`config.mk`:
```
export PLATFORM = sky130hd
export DESIGN_NAME = shift_reg_sequencer_flat
export DESIGN_NICKNAME = d
export VERILOG_FILES = /design/src/rtl/shift_reg_sequencer_if.sv /design/src/rtl/shift_reg_sequencer.sv /design/src/flat_wrapper.sv
export SDC_FILE = /design/constraint.sdc
export NUM_CORES = 1
export LEC_CHECK = 0
export ABC_AREA = 0
export ABC_CLOCK_PERIOD_IN_PS = 2600
export BUFFER_PORTS_ARGS = -buffer_cell sky130_fd_sc_hd__buf_2
export CORE_MARGIN = 2
export CORE_UTILIZATION = 50
export CTS_CLUSTER_SIZE = 8
export DETAILED_ROUTE_END_ITERATION = 8
export GPL_ROUTABILITY_DRIVEN = 0
export GPL_TIMING_DRIVEN = 0
export PLACE_DENSITY_LB_ADDON = 0.08
export SYNTH_ARGS = -nofsm -noshare
export SYNTH_HDL_FRONTEND = slang
export SYNTH_SLANG_ARGS = --single-unit
```
`constraint.sdc`:
```
create_clock -name clk -period 2.6 [get_ports clk]
set_clock_uncertainty 0.1 [all_clocks]
set_input_delay 0.52 -clock clk [delete_from_list [all_inputs] [get_ports clk]]
set_output_delay 0.52 -clock clk [all_outputs]
set_load 0.01 [all_outputs]
```
`src/rtl/shift_reg_sequencer_if.sv`:
```
`timescale 1ns/1ps
// shift_reg_sequencer_if
// Bundles the command side and the register side of the shift-register
// sequencer so the sequencer and its environment share one port list.
//
// Handshake: start is a one-cycle request with no ready. The sequencer accepts
// it only while idle (busy=0, done=0); a request at any other time is dropped,
// never queued. A command ends with a one-cycle done pulse (err alongside it
// for an illegal cmd), or silently if abort is taken while busy.
//
// Signals
//   start, cmd[2:0], count[3:0], data_in[3:0], si_in, abort : command side
//   q[3:0]                     : current register contents (rotate feedback)
//   M[1:0], SI, D[3:0], step_en : register controls
//   busy, done, err            : status
//
// Modports: master = command source / register, slave = the sequencer.
interface shift_reg_sequencer_if;
  logic       start;
  logic [2:0] cmd;
  logic [3:0] count;
  logic [3:0] data_in;
  logic       si_in;
  logic       abort;
  logic [3:0] q;
  logic [1:0] M;
  logic       SI;
  logic [3:0] D;
  logic       step_en;
  logic       busy;
  logic       done;
  logic       err;

  modport master (
    output start, cmd, count, data_in, si_in, abort, q,
    input  M, SI, D, step_en, busy, done, err
  );

  modport slave (
    input  start, cmd, count, data_in, si_in, abort, q,
    output M, SI, D, step_en, busy, done, err
  );
endinterface

```
`src/rtl/shift_reg_sequencer.sv`:
```
`timescale 1ns/1ps
// shift_reg_sequencer
// Turns one command (LOAD, CLEAR, SHR, SHL, ROR, ROL with a step count) into
// a paced series of single-cycle step enables for a 4-bit universal shift
// register, driving its mode (M), serial input (SI) and parallel data (D).
// Consecutive steps are STEP_GAP cycles apart (legal range 1..15).
//
// Ports
//   clk        : system clock, rising edge
//   reset      : asynchronous, active-low reset
//   bus        : shift_reg_sequencer_if.slave (command, status, register side)
//   state_dbg  : current FSM state (0 IDLE, 1 STEP, 2 GAP, 3 DONE)
module shift_reg_sequencer #(
  parameter int unsigned STEP_GAP = 4
) (
  input  logic                        clk,
  input  logic                        reset,
  shift_reg_sequencer_if.slave        bus,
  output logic [1:0]                  state_dbg
);

  typedef enum logic [1:0] {
    IDLE = 2'd0,
    STEP = 2'd1,
    GAP  = 2'd2,
    DONE = 2'd3
  } state_t;

  localparam logic [2:0] CMD_LOAD  = 3'b000;
  localparam logic [2:0] CMD_CLEAR = 3'b001;
  localparam logic [2:0] CMD_SHR   = 3'b010;
  localparam logic [2:0] CMD_SHL   = 3'b011;
  localparam logic [2:0] CMD_ROR   = 3'b100;
  localparam logic [2:0] CMD_ROL   = 3'b101;

  // GAP lasts STEP_GAP-1 cycles; the counter counts down to zero, so it is
  // loaded with STEP_GAP-2. Unused when STEP_GAP=1 (GAP is never entered).
  localparam logic [3:0] GAP_RELOAD = (STEP_GAP > 1) ? 4'(STEP_GAP - 2) : 4'd0;

  function automatic logic [1:0] mode_of(input logic [2:0] c);
    logic [1:0] m;
    case (c)
      CMD_LOAD, CMD_CLEAR: m = 2'b11;
      CMD_SHR, CMD_ROR:    m = 2'b01;
      CMD_SHL, CMD_ROL:    m = 2'b10;
      default:             m = 2'b00;
    endcase
    return m;
  endfunction

  state_t     state;
  logic [2:0] cmd_r;
  logic       si_r;
  logic [3:0] rem;
  logic [3:0] gap_cnt;
  logic [1:0] m_r;
  logic [3:0] d_r;
  logic       step_r;
  logic       busy_r;
  logic       done_r;
  logic       err_r;
  logic       si_c;

  logic illegal;
  logic single_step;

  assign illegal     = bus.cmd[2] & bus.cmd[1];
  assign single_step = (bus.cmd[2:1] == 2'b00);  // LOAD or CLEAR

  always_ff @(posedge clk or negedge reset) begin
    if (!reset) begin
      state   <= IDLE;
      cmd_r   <= 3'b000;
      si_r    <= 1'b0;
      rem     <= 4'd0;
      gap_cnt <= 4'd0;
      m_r     <= 2'b00;
      d_r     <= 4'd0;
      step_r  <= 1'b0;
      busy_r  <= 1'b0;
      done_r  <= 1'b0;
      err_r   <= 1'b0;
    end else begin
      case (state)
        IDLE: begin
          if (bus.start) begin
            cmd_r <= bus.cmd;
            si_r  <= bus.si_in;
            d_r   <= (bus.cmd == CMD_CLEAR) ? 4'd0 : bus.data_in;
            if (illegal) begin
              state  <= DONE;
              done_r <= 1'b1;
              err_r  <= 1'b1;
            end else if (!single_step && bus.count == 4'd0) begin
              state  <= DONE;
              done_r <= 1'b1;
            end else begin
              state  <= STEP;
              step_r <= 1'b1;
              busy_r <= 1'b1;
              m_r    <= mode_of(bus.cmd);
              rem    <= single_step ? 4'd1 : bus.count;
            end
          end
        end

        STEP: begin
          if (bus.abort) begin
            state  <= IDLE;
            step_r <= 1'b0;
            busy_r <= 1'b0;
            m_r    <= 2'b00;
          end else begin
            // rem counts the step happening now; saturate rather than wrap.
            rem <= (rem == 4'd0) ? 4'd0 : rem - 4'd1;
            if (rem <= 4'd1) begin
              state  <= DONE;
              step_r <= 1'b0;
              busy_r <= 1'b0;
              m_r    <= 2'b00;
              done_r <= 1'b1;
            end else if (STEP_GAP == 1) begin
              // Back-to-back steps: stay in STEP with outputs unchanged.
              state <= STEP;
            end else begin
              state   <= GAP;
              step_r  <= 1'b0;
              m_r     <= 2'b00;
              gap_cnt <= GAP_RELOAD;
            end
          end
        end

        GAP: begin
          if (bus.abort) begin
            state  <= IDLE;
            busy_r <= 1'b0;
          end else if (gap_cnt == 4'd0) begin
            state  <= STEP;
            step_r <= 1'b1;
            m_r    <= mode_of(cmd_r);
          end else begin
            gap_cnt <= gap_cnt - 4'd1;
          end
        end

        DONE: begin
          state  <= IDLE;
          done_r <= 1'b0;
          err_r  <= 1'b0;
        end

        default: state <= IDLE;
      endcase
    end
  end

  // SI is combinational so rotates see the register value of the step cycle
  // itself; it is forced low whenever no step is being issued.
  always_comb begin
    si_c = 1'b0;
    if (state == STEP) begin
      case (cmd_r)
        CMD_SHR, CMD_SHL: si_c = si_r;
        CMD_ROR:          si_c = bus.q[0];
        CMD_ROL:          si_c = bus.q[3];
        default:          si_c = 1'b0;
      endcase
    end
  end

  assign bus.M       = m_r;
  assign bus.SI      = si_c;
  assign bus.D       = d_r;
  assign bus.step_en = step_r;
  assign bus.busy    = busy_r;
  assign bus.done    = done_r;
  assign bus.err     = err_r;
  assign state_dbg   = state;

endmodule

```
`src/flat_wrapper.sv`:
```
// flat-port wrapper written by rule: the top's interface ports become plain ports
module shift_reg_sequencer_flat 
#(
  parameter int unsigned STEP_GAP = 4
)
  (clk, reset, state_dbg, bus_start, bus_cmd, bus_count, bus_data_in, bus_si_in, bus_abort, bus_q, bus_M, bus_SI, bus_D, bus_step_en, bus_busy, bus_done, bus_err);
  shift_reg_sequencer_if bus_i ();
  input  logic clk;
  input  logic reset;
  output logic [1:0] state_dbg;
  input wire logic [$bits(bus_i.start)-1:0] bus_start;
  input wire logic [$bits(bus_i.cmd)-1:0] bus_cmd;
  input wire logic [$bits(bus_i.count)-1:0] bus_count;
  input wire logic [$bits(bus_i.data_in)-1:0] bus_data_in;
  input wire logic [$bits(bus_i.si_in)-1:0] bus_si_in;
  input wire logic [$bits(bus_i.abort)-1:0] bus_abort;
  input wire logic [$bits(bus_i.q)-1:0] bus_q;
  output wire logic [$bits(bus_i.M)-1:0] bus_M;
  output wire logic [$bits(bus_i.SI)-1:0] bus_SI;
  output wire logic [$bits(bus_i.D)-1:0] bus_D;
  output wire logic [$bits(bus_i.step_en)-1:0] bus_step_en;
  output wire logic [$bits(bus_i.busy)-1:0] bus_busy;
  output wire logic [$bits(bus_i.done)-1:0] bus_done;
  output wire logic [$bits(bus_i.err)-1:0] bus_err;
  assign bus_i.start = bus_start;
  assign bus_i.cmd = bus_cmd;
  assign bus_i.count = bus_count;
  assign bus_i.data_in = bus_data_in;
  assign bus_i.si_in = bus_si_in;
  assign bus_i.abort = bus_abort;
  assign bus_i.q = bus_q;
  assign bus_M = bus_i.M;
  assign bus_SI = bus_i.SI;
  assign bus_D = bus_i.D;
  assign bus_step_en = bus_i.step_en;
  assign bus_busy = bus_i.busy;
  assign bus_done = bus_i.done;
  assign bus_err = bus_i.err;
  shift_reg_sequencer #(.STEP_GAP(STEP_GAP)) u_core (.clk(clk), .reset(reset), .bus(bus_i), .state_dbg(state_dbg));
endmodule
```
* Word-level counts from Yosys, hierarchy flattened *
Index checks and enable logic that the tools add are counted.

word-level totals
  bits in registers = 24
  input port bits = 20
  word-level logic and storage cells = 121

cells by class
  add/sub/neg operators = 2
  magnitude comparators = 1
  equal/unequal tests = 27
  muxes and demuxes = 50
  bitwise logic cells = 1
  reduce and logical (&&, ||, !) cells = 29

operators with widths
  cell                                                                      count
  4-bit 2-to-1 mux                                                          11
  2-bit 2-to-1 mux                                                          11
  2-bit case mux with 3 select lines                                        3
  1-bit 2-to-1 mux                                                          17
  2-bit inequality test (second input constant)                             8
  4-bit case mux with 2 select lines                                        2
  5-bit AND reduction                                                       3
  2-bit OR reduction                                                        7
  3-bit by 2-bit equality test with 1-bit output (second input constant)    4
  3-bit equality test (second input constant)                               4
  4-bit logical NOT                                                         3
  1-bit case mux with 3 select lines                                        4
  6-bit AND reduction                                                       2
  2-bit case mux with 4 select lines                                        1
  4-bit by 1-bit subtractor with 4-bit output (second input constant)       2
  3-bit by 1-bit equality test with 1-bit output (second input constant)    2
  3-bit logical NOT                                                         2
  2-bit by 1-bit inequality test with 1-bit output (second input constant)  3
  3-bit by 2-bit inequality test with 1-bit output (second input constant)  2
  2-bit nonzero test                                                        3
  3-bit nonzero test                                                        2
  2-bit equality test (second input constant)                               2
  4-bit by 1-bit <= comparator with 1-bit output (second input constant)    1
  2-bit logical NOT                                                         2
  other kinds (8)                                                           9

* Longest topological paths before layout *
Gate-level depths: netlist of run 1.

  depth after elaboration = 7
  mapped depth = 7
  gate-level depth less buffers = 6

* Least setup slack after synthesis of run 1 *
OpenSTA, ideal clock, no wires.

  kind = reg2reg
  from = reg u_core.state[1], in the netlist u_core.state_dbg[1]
  to = reg u_core.gap_cnt[2]
  library setup time = 120 ps
  arrival time = 1695 ps
  data required time = 2380 ps
  slack = 685 ps
  cell stages (with the launch flop) = 7
  path buffers = 0
  cell sequence = dfrtp_1 -> inv_1 -> ha_1 -> nor4b_2 -> a2111oi_4 -> a211oi_1 -> a31o_2

between the ends
  word-level cells in the longest chain between the ends = 3
  elaborated cells between the ends (all ways) = 9
  those cells by class = eq/ne: 6; mux: 1; reduce/logical: 2

RTL lines
  element                                                                                       line                        source
  from (decl)                                                                                   shift_reg_sequencer.sv:51   state_t state;
  from (signal assigned)                                                                        shift_reg_sequencer.sv:72   state <= IDLE;
  from (signal assigned)                                                                        shift_reg_sequencer.sv:91   state <= DONE;
  from (signal assigned)                                                                        shift_reg_sequencer.sv:95   state <= DONE;
  2-bit by 1-bit equality test with 1-bit output / 2-bit equality test (equally long branches)  shift_reg_sequencer.sv:84   case (state)
  2-bit inequality test (no source line) / 2-bit nonzero test (equally long branches)           -
  5-bit AND reduction (no source line)                                                          -
  to (signal assigned)                                                                          shift_reg_sequencer.sv:143  gap_cnt <= gap_cnt - 4'd1;
  to (decl)                                                                                     shift_reg_sequencer.sv:55   logic [3:0] gap_cnt;

Parallel ways exist; a longest one is shown, timed or not.
A chain may end at the register's enable or synchronous reset.

* Final worst setup path of run 1 *
  from = reg u_core.state[1], in the netlist u_core.state_dbg[1]
  to = out bus_SI

between the ends
  word-level cells in the longest chain between the ends = 2

RTL lines
  element                                         line                        source
  2-bit by 1-bit equality test with 1-bit output  shift_reg_sequencer.sv:162  if (state == STEP) begin
  1-bit 2-to-1 mux                                shift_reg_sequencer.sv:162
  to (decl)                                       flat_wrapper.sv:19          output wire logic [$bits(bus_i.SI)-1:0] bus_SI;

Every way passes these cells.

==> qor.txt, run 1 <==
Status: complete, no violations
Clk_lat worst skew: 0.31 ns
FF+latch area: 600.6 um^2
Reg clk slew, reported paths: 0.14 ns
Syn Area/Cell: 9.797 um^2
Synth Area in Adders: 9.752%
First-pass GRT wire length: 5961 um
Post-Synth XOR/XNOR Area: 1.084%
Layout fillers: 287
CTS sink cnt: 24
Rows: 20
Routed Antenna Nets: 0
Drt first pass iters: 4
Clock Tree Buf Depth: 2
Number of enable flip-flop cells after synthesis: 0
GR Overflow Total: 0
Total chip power: 2.027 mW
Area grow syn2layout: 14.40%
Post-synthesis cell type count: 51
Critical path fanouts, max: 10
Core area: 3053 um^2
Largest family of logic cells by synthesized area: compound AO/OA/AOI/OAI gates
Warnings, synthesis: 0
PwrDens: 1096 nW/um^2
Antenna cells: 0
Final Hold Viols: 0
Met1 Usage GRT: 28.65%
Post-DP HPWL: 2644 um
Period Utilization, post-route: 91.58%
Unrepaired setup endpoints after global routing: no
Num ports: 33
Routed wire per std cell: 14.03 um
Layout cells sized above 1: 27.92%
Synth Area in Compound Gates: 20.12%
Worst Path Arrival: 1.76 ns
Hold WC Path Type: primary input to async pin
Critical path required time: 1.98 ns
Commonest non-fill, non-tap cell in the layout: buf_2
Post-synthesis mux area share: 7.508%
Die Span X: 60.86 um
Top Usage Layer GRT: met2
Post-route cell area: 1849 um^2
IO Port Bufs: 28
Grt met3 use: 1.919%
CTS H-Tree Depth: 1
GRT met2 Usage: 36.10%
Syn_nets: 196
Worst setup SP type: register
Slew headroom: 63.19%
CP endpoint kind: output pin
Die area: 3704 um^2
Pin slew with the least headroom to its limit: 0.5522 ns
Ys async rst share: 100.0%
Critical path class: register to output pin
Most frequent cells in the layout: buf_2, dfrtp_1, inv_1
Cell Area, Synth: 1617 um^2
Max-slew violations: 0
WL final: 3381 um
FMAX: 420.0 MHz
Hold Buf Count CTS: 0
Vias/cell: 5.539
Remaining DRCs: 0
Setup_tns: 0 ns
Syn Inst Count: 165
Root buffer cell: clkbuf_4
Register area share after synthesis: 37.15%
# setup viols final: 0
Largest net degree at the start of global routing: 25
Minimum clock period: 2.381 ns
Post-Synth Simple-Gate Area: 18.50%
Post-CTS setup buffers: 0
Top_reg_cell synth: dfrtp_1
VDD IR-drop max: 650.9 uV
Max-Cap Viols: 0
GR Util All Layers: 21.23%
Multi-input logic area: 920.9 um^2
Synth Register Bits: 24
DRT iter0 DRCs: 60
Placed Area: 1812 um^2
Num CTS Buffers: 3
Via count: 1335
Antenna violations before repair: 0
CTS tree: yes
Pleak: 0.8825 nW
Fin nets: 229
Vias in the first global route: 1310
Initial Util: 52.95%
Die H: 60.86 um
## layer usage
metal / part of all wire [%] / vias up
met2: 49 / 29
met1: 47 / 649
met3: 3.3 / 4
met5: 0 / -
met4: 0.68 / 0
li1: - / 653
## cells in the mapped netlist, types with 3 or more instances
library cell / instances / area share, %
a21oi_1: 7 / 2.2
inv_1: 17 / 3.9
ha_1: 11 / 8.5
a21o_1: 3 / 1.4
nand2_1: 16 / 3.7
nor2_1: 12 / 2.8
mux2_1: 3 / 2.1
a211oi_1: 3 / 1.4
o21ai_0: 11 / 3.4
dfrtp_1: 24 / 37
nor3_1: 5 / 1.5
mux2_2: 6 / 4.2
## final timing paths
check,startpoint,to,slack [ns],cells after the start
hold / removal,reset,u_core.gap_cnt[2]$_DFFE_PN0P_,0.07,1
hold reg to reg,u_core.bus.D[2]$_DFFE_PN0P_,u_core.bus.D[2]$_DFFE_PN0P_,0.39,2
min in group clk,bus_data_in[2],u_core.bus.D[2]$_DFFE_PN0P_,0.33,3
setup / recovery,u_core.state_dbg[1]$_DFFE_PN0P_,bus_SI,0.22,6
setup reg to reg,u_core.state_dbg[0]$_DFFE_PN0P_,u_core.rem[1]$_DFFE_PN0P_,0.51,6
max in group asynchronous,reset,u_core.bus.err$_DFFE_PN0P_,1.97,1
## registers in the layout, indices dropped and copies added (netlist names)
register / flops
u_core.si_r: 1
u_core.bus.D: 4
u_core.bus.done: 1
u_core.cmd_r: 3
u_core.bus.M: 2
u_core.bus.err: 1
u_core.gap_cnt: 4
u_core.rem: 4
u_core.bus.step_en: 1
u_core.state_dbg: 2
u_core.bus.busy: 1
## through the flow
step	util, %	cells	worst slack, ns	hold slack, ns
final	60.57	241	0.2188	0.06549
after global routing	60.57	241	0.07965	0.09309
after CTS	60.53	241	0.05431	0.08316
after detailed placement	59.34	237	0.4352	0.3644
after global placement	59.34	237	0.4822	0.3594
after floorplan	-	165	0.6852	0.1244
## worst max-delay path, stage by stage, from the launching register on
cell and delay (ns):
dfrtp_1 0.45, inv_1 0.14, ha_1 0.26, clkbuf_2 0.26, nand2_1 0.09, nor2_1 0.11, buf_2 0.14
## cell type report
cell class | instances | share of cell area (%)
Timing Repair Buffer | 28 | 7.578
Multi-Input combinational cell | 119 | 49.80
Inverter | 17 | 3.451
Sequential cell | 24 | 32.48
Tap cell | 44 | 2.977
Clock buffer | 4 | 1.962
Buffer | 5 | 1.759
## repair_timing
item | 4_1_cts | 5_1_grt
hold endpoints to repair | 0 | 0
endpoints found under the setup margin | 0 | 1
resized for setup | 0 | 2
## cells by family after synthesis
kind of cell             Yosys count
flip-flops                        24
multiplexers                      11
buffers and inverters             22
adder cells (fa/ha/maj)           13
AND/OR/NAND/NOR                   50
AO/OA/AOI/OAI                     43
XOR/XNOR                           2
## power breakdown
group / leakage [nW] / switching [mW] / internal (mW)
Clock: 0.0210 / 0.117 / 0.0856
Combinational: 0.568 / 0.638 / 0.509
Sequential: 0.294 / 0.142 / 0.537
Total: 0.883 / 0.896 / 1.13
Power figures use the tool's default switching activity.
==> run 2: changes to the inputs <==
Settings changed: CORE_ASPECT_RATIO set to 0.75.
==> qor.txt, run 2 (synthesized netlist as in run 1, its figures left out) <==
CP max stage delay: 0.44 ns (about the same)
Critical path fanouts, max: 10 (unchanged)
CP endpoint kind: output pin
Setup ws final: 0.2010 ns (-0.01777 ns)
Multi-input logic area: 920.9 um^2 (unchanged)
Reg clk slew, reported paths: 0.08 ns (-0.06 ns)
Vias in the first global route: 1308 (-0.15%)
Root buffer cell: clkbuf_8
Drt first pass iters: 4 (unchanged)
FMAX: 416.8 MHz (-0.74%)
DRT iter0 DRCs: 60 (unchanged)
Worst Path Arrival: 1.78 ns (+0.02 ns)
Slowest cell on crit path: dfrtp_1
VDD IR-drop max: 561.1 uV (-14%)
Fin nets: 229 (unchanged)
FF+latch area: 600.6 um^2 (unchanged)
Antenna violations before repair: 0 (unchanged)
Core area: 3020 um^2 (-1.1%)
Critical path required time: 1.98 ns (about the same)
Max-Cap Viols: 0 (unchanged)
Largest net degree at the start of global routing: 25 (unchanged)
Total chip power: 2.136 mW (+5.4%)
Post-DP HPWL: 2646 um (about the same)
Most frequent cells in the layout: buf_2, dfrtp_1, inv_1
Die H: 53.24 um (-13%)
Critical path class: register to output pin
First-pass GRT wire length: 5878 um (-1.4%)
Post-CTS setup buffers: 0 (unchanged)
WL final: 3328 um (-1.6%)
Worst setup SP type: register
Hold WC Path Type: primary input to async pin
Clk_lat worst skew: 0.27 ns (-0.04 ns)
Final Hold Viols: 0 (unchanged)
Area grow syn2layout: 16.02%
Hold Buf Count CTS: 0 (unchanged)
Vias/cell: 5.540 (about the same)
GR Overflow Total: 0 (unchanged)
IO Port Bufs: 28 (unchanged)
CTS sink cnt: 24 (unchanged)
CTS H-Tree Depth: 1 (unchanged)
Setup_tns: 0 ns (unchanged)
Initial Util: 53.52% (+0.57 points)
PwrDens: 1139 nW/um^2 (+3.9%)
CP cell instances: inv_1 -> ha_1 -> clkbuf_1 -> nand2_1 -> nor2_1 -> buf_2
Die Span X: 69.66 um (+14%)
Via count: 1302 (-2.5%)
Period Utilization, post-route: 92.27% (+0.68 points)
GR Util All Layers: 20.41% (-0.81 points)
Die area: 3708 um^2 (+0.12%)
Max-slew violations: 0 (unchanged)
Placement Setup Slack: 0.5037 ns (+0.06852 ns)
Status: complete, no violations
CTS tree: yes
Unrepaired setup endpoints after global routing: no
Layout fillers: 267 (-7.0%)
Rows: 17 (-15%)
# setup viols final: 0 (unchanged)
Clock Tree Buf Depth: 2 (unchanged)
Remaining DRCs: 0 (unchanged)
Routed wire per std cell: 14.16 um (+0.95%)
Num ports: 33 (unchanged)
Minimum clock period: 2.399 ns (+0.01777 ns)
Slew headroom: 64.88% (+1.7 points)
Pleak: 0.8941 nW (+1.3%)
Num CTS Buffers: 3 (unchanged)
Commonest non-fill, non-tap cell in the layout: buf_2
Antenna cells: 0 (unchanged)
Routed Antenna Nets: 0 (unchanged)
Post-cts resize count: 0 (unchanged)
Pin slew with the least headroom to its limit: 0.5268 ns (-0.02537 ns)
Layout cells sized above 1: 27.41% (-0.51 points)
## run 2: per-stage QoR
stage                     std cells  util (%)  hold slack (ns)  cell area, um^2
after global routing            235     62.10           0.1559             1876
after floorplan                 165         -           0.1244             1617
final                           235     62.10           0.1224             1876
after global placement          231     59.73           0.3563             1804
after detailed placement        231     59.73           0.3725             1804
after CTS                       235     62.10           0.1360             1876
## run 2: layout make-up
cell class                 instances  share of cell area (%)
multi-input combinational        119                   49.10
inverter                          17                   3.402
tap                               38                   2.535
timing repair buffer              28                   7.472
clock inverter                     1                   1.601
clock buffer                       3                   2.201
sequential                        24                   32.02
buffer                             5                   1.668
## run 2: power breakdown
part	total [mW]	internal (mW)	switching, mW
sequential	0.684	0.538	0.146
clock	0.323	0.206	0.117
combinational	1.13	0.506	0.623
## run 2: worst paths after layout
| check | end | slack (ns) | startpoint | depth (start not counted) |
|---|---|---|---|---|
| setup / recovery | bus_SI | 0.20 | u_core.state_dbg[1]$_DFFE_PN0P_ | 6 |
| hold / removal | u_core.bus.M[1]$_DFFE_PN0P_ | 0.12 | reset | 1 |
| setup reg to reg | u_core.rem[1]$_DFFE_PN0P_ | 0.49 | u_core.state_dbg[0]$_DFFE_PN0P_ | 6 |
| hold reg to reg | u_core.bus.D[2]$_DFFE_PN0P_ | 0.40 | u_core.bus.D[2]$_DFFE_PN0P_ | 2 |
| max in group asynchronous | u_core.cmd_r[0]$_DFFE_PN0P_ | 1.93 | reset | 1 |
| min in group clk | u_core.bus.D[0]$_DFFE_PN0P_ | 0.38 | bus_data_in[0] | 3 |
## run 2: critical path, delay by kind of cell, from the launching register on
kind / cells / cell delay, ns
simple gates: 2 / 0.20
buf+inv: 3 / 0.62
fa+ha+maj: 1 / 0.25
flops: 1 / 0.44
## run 2: routing by layer
layer,wire length [um],global-route usage (%),vias to the layer above
li1,-,-,658
met3,178,4.762,2
met2,1467,34.46,38
met4,26,5.128,0
met1,1655,26.96,604
met5,0,0,-
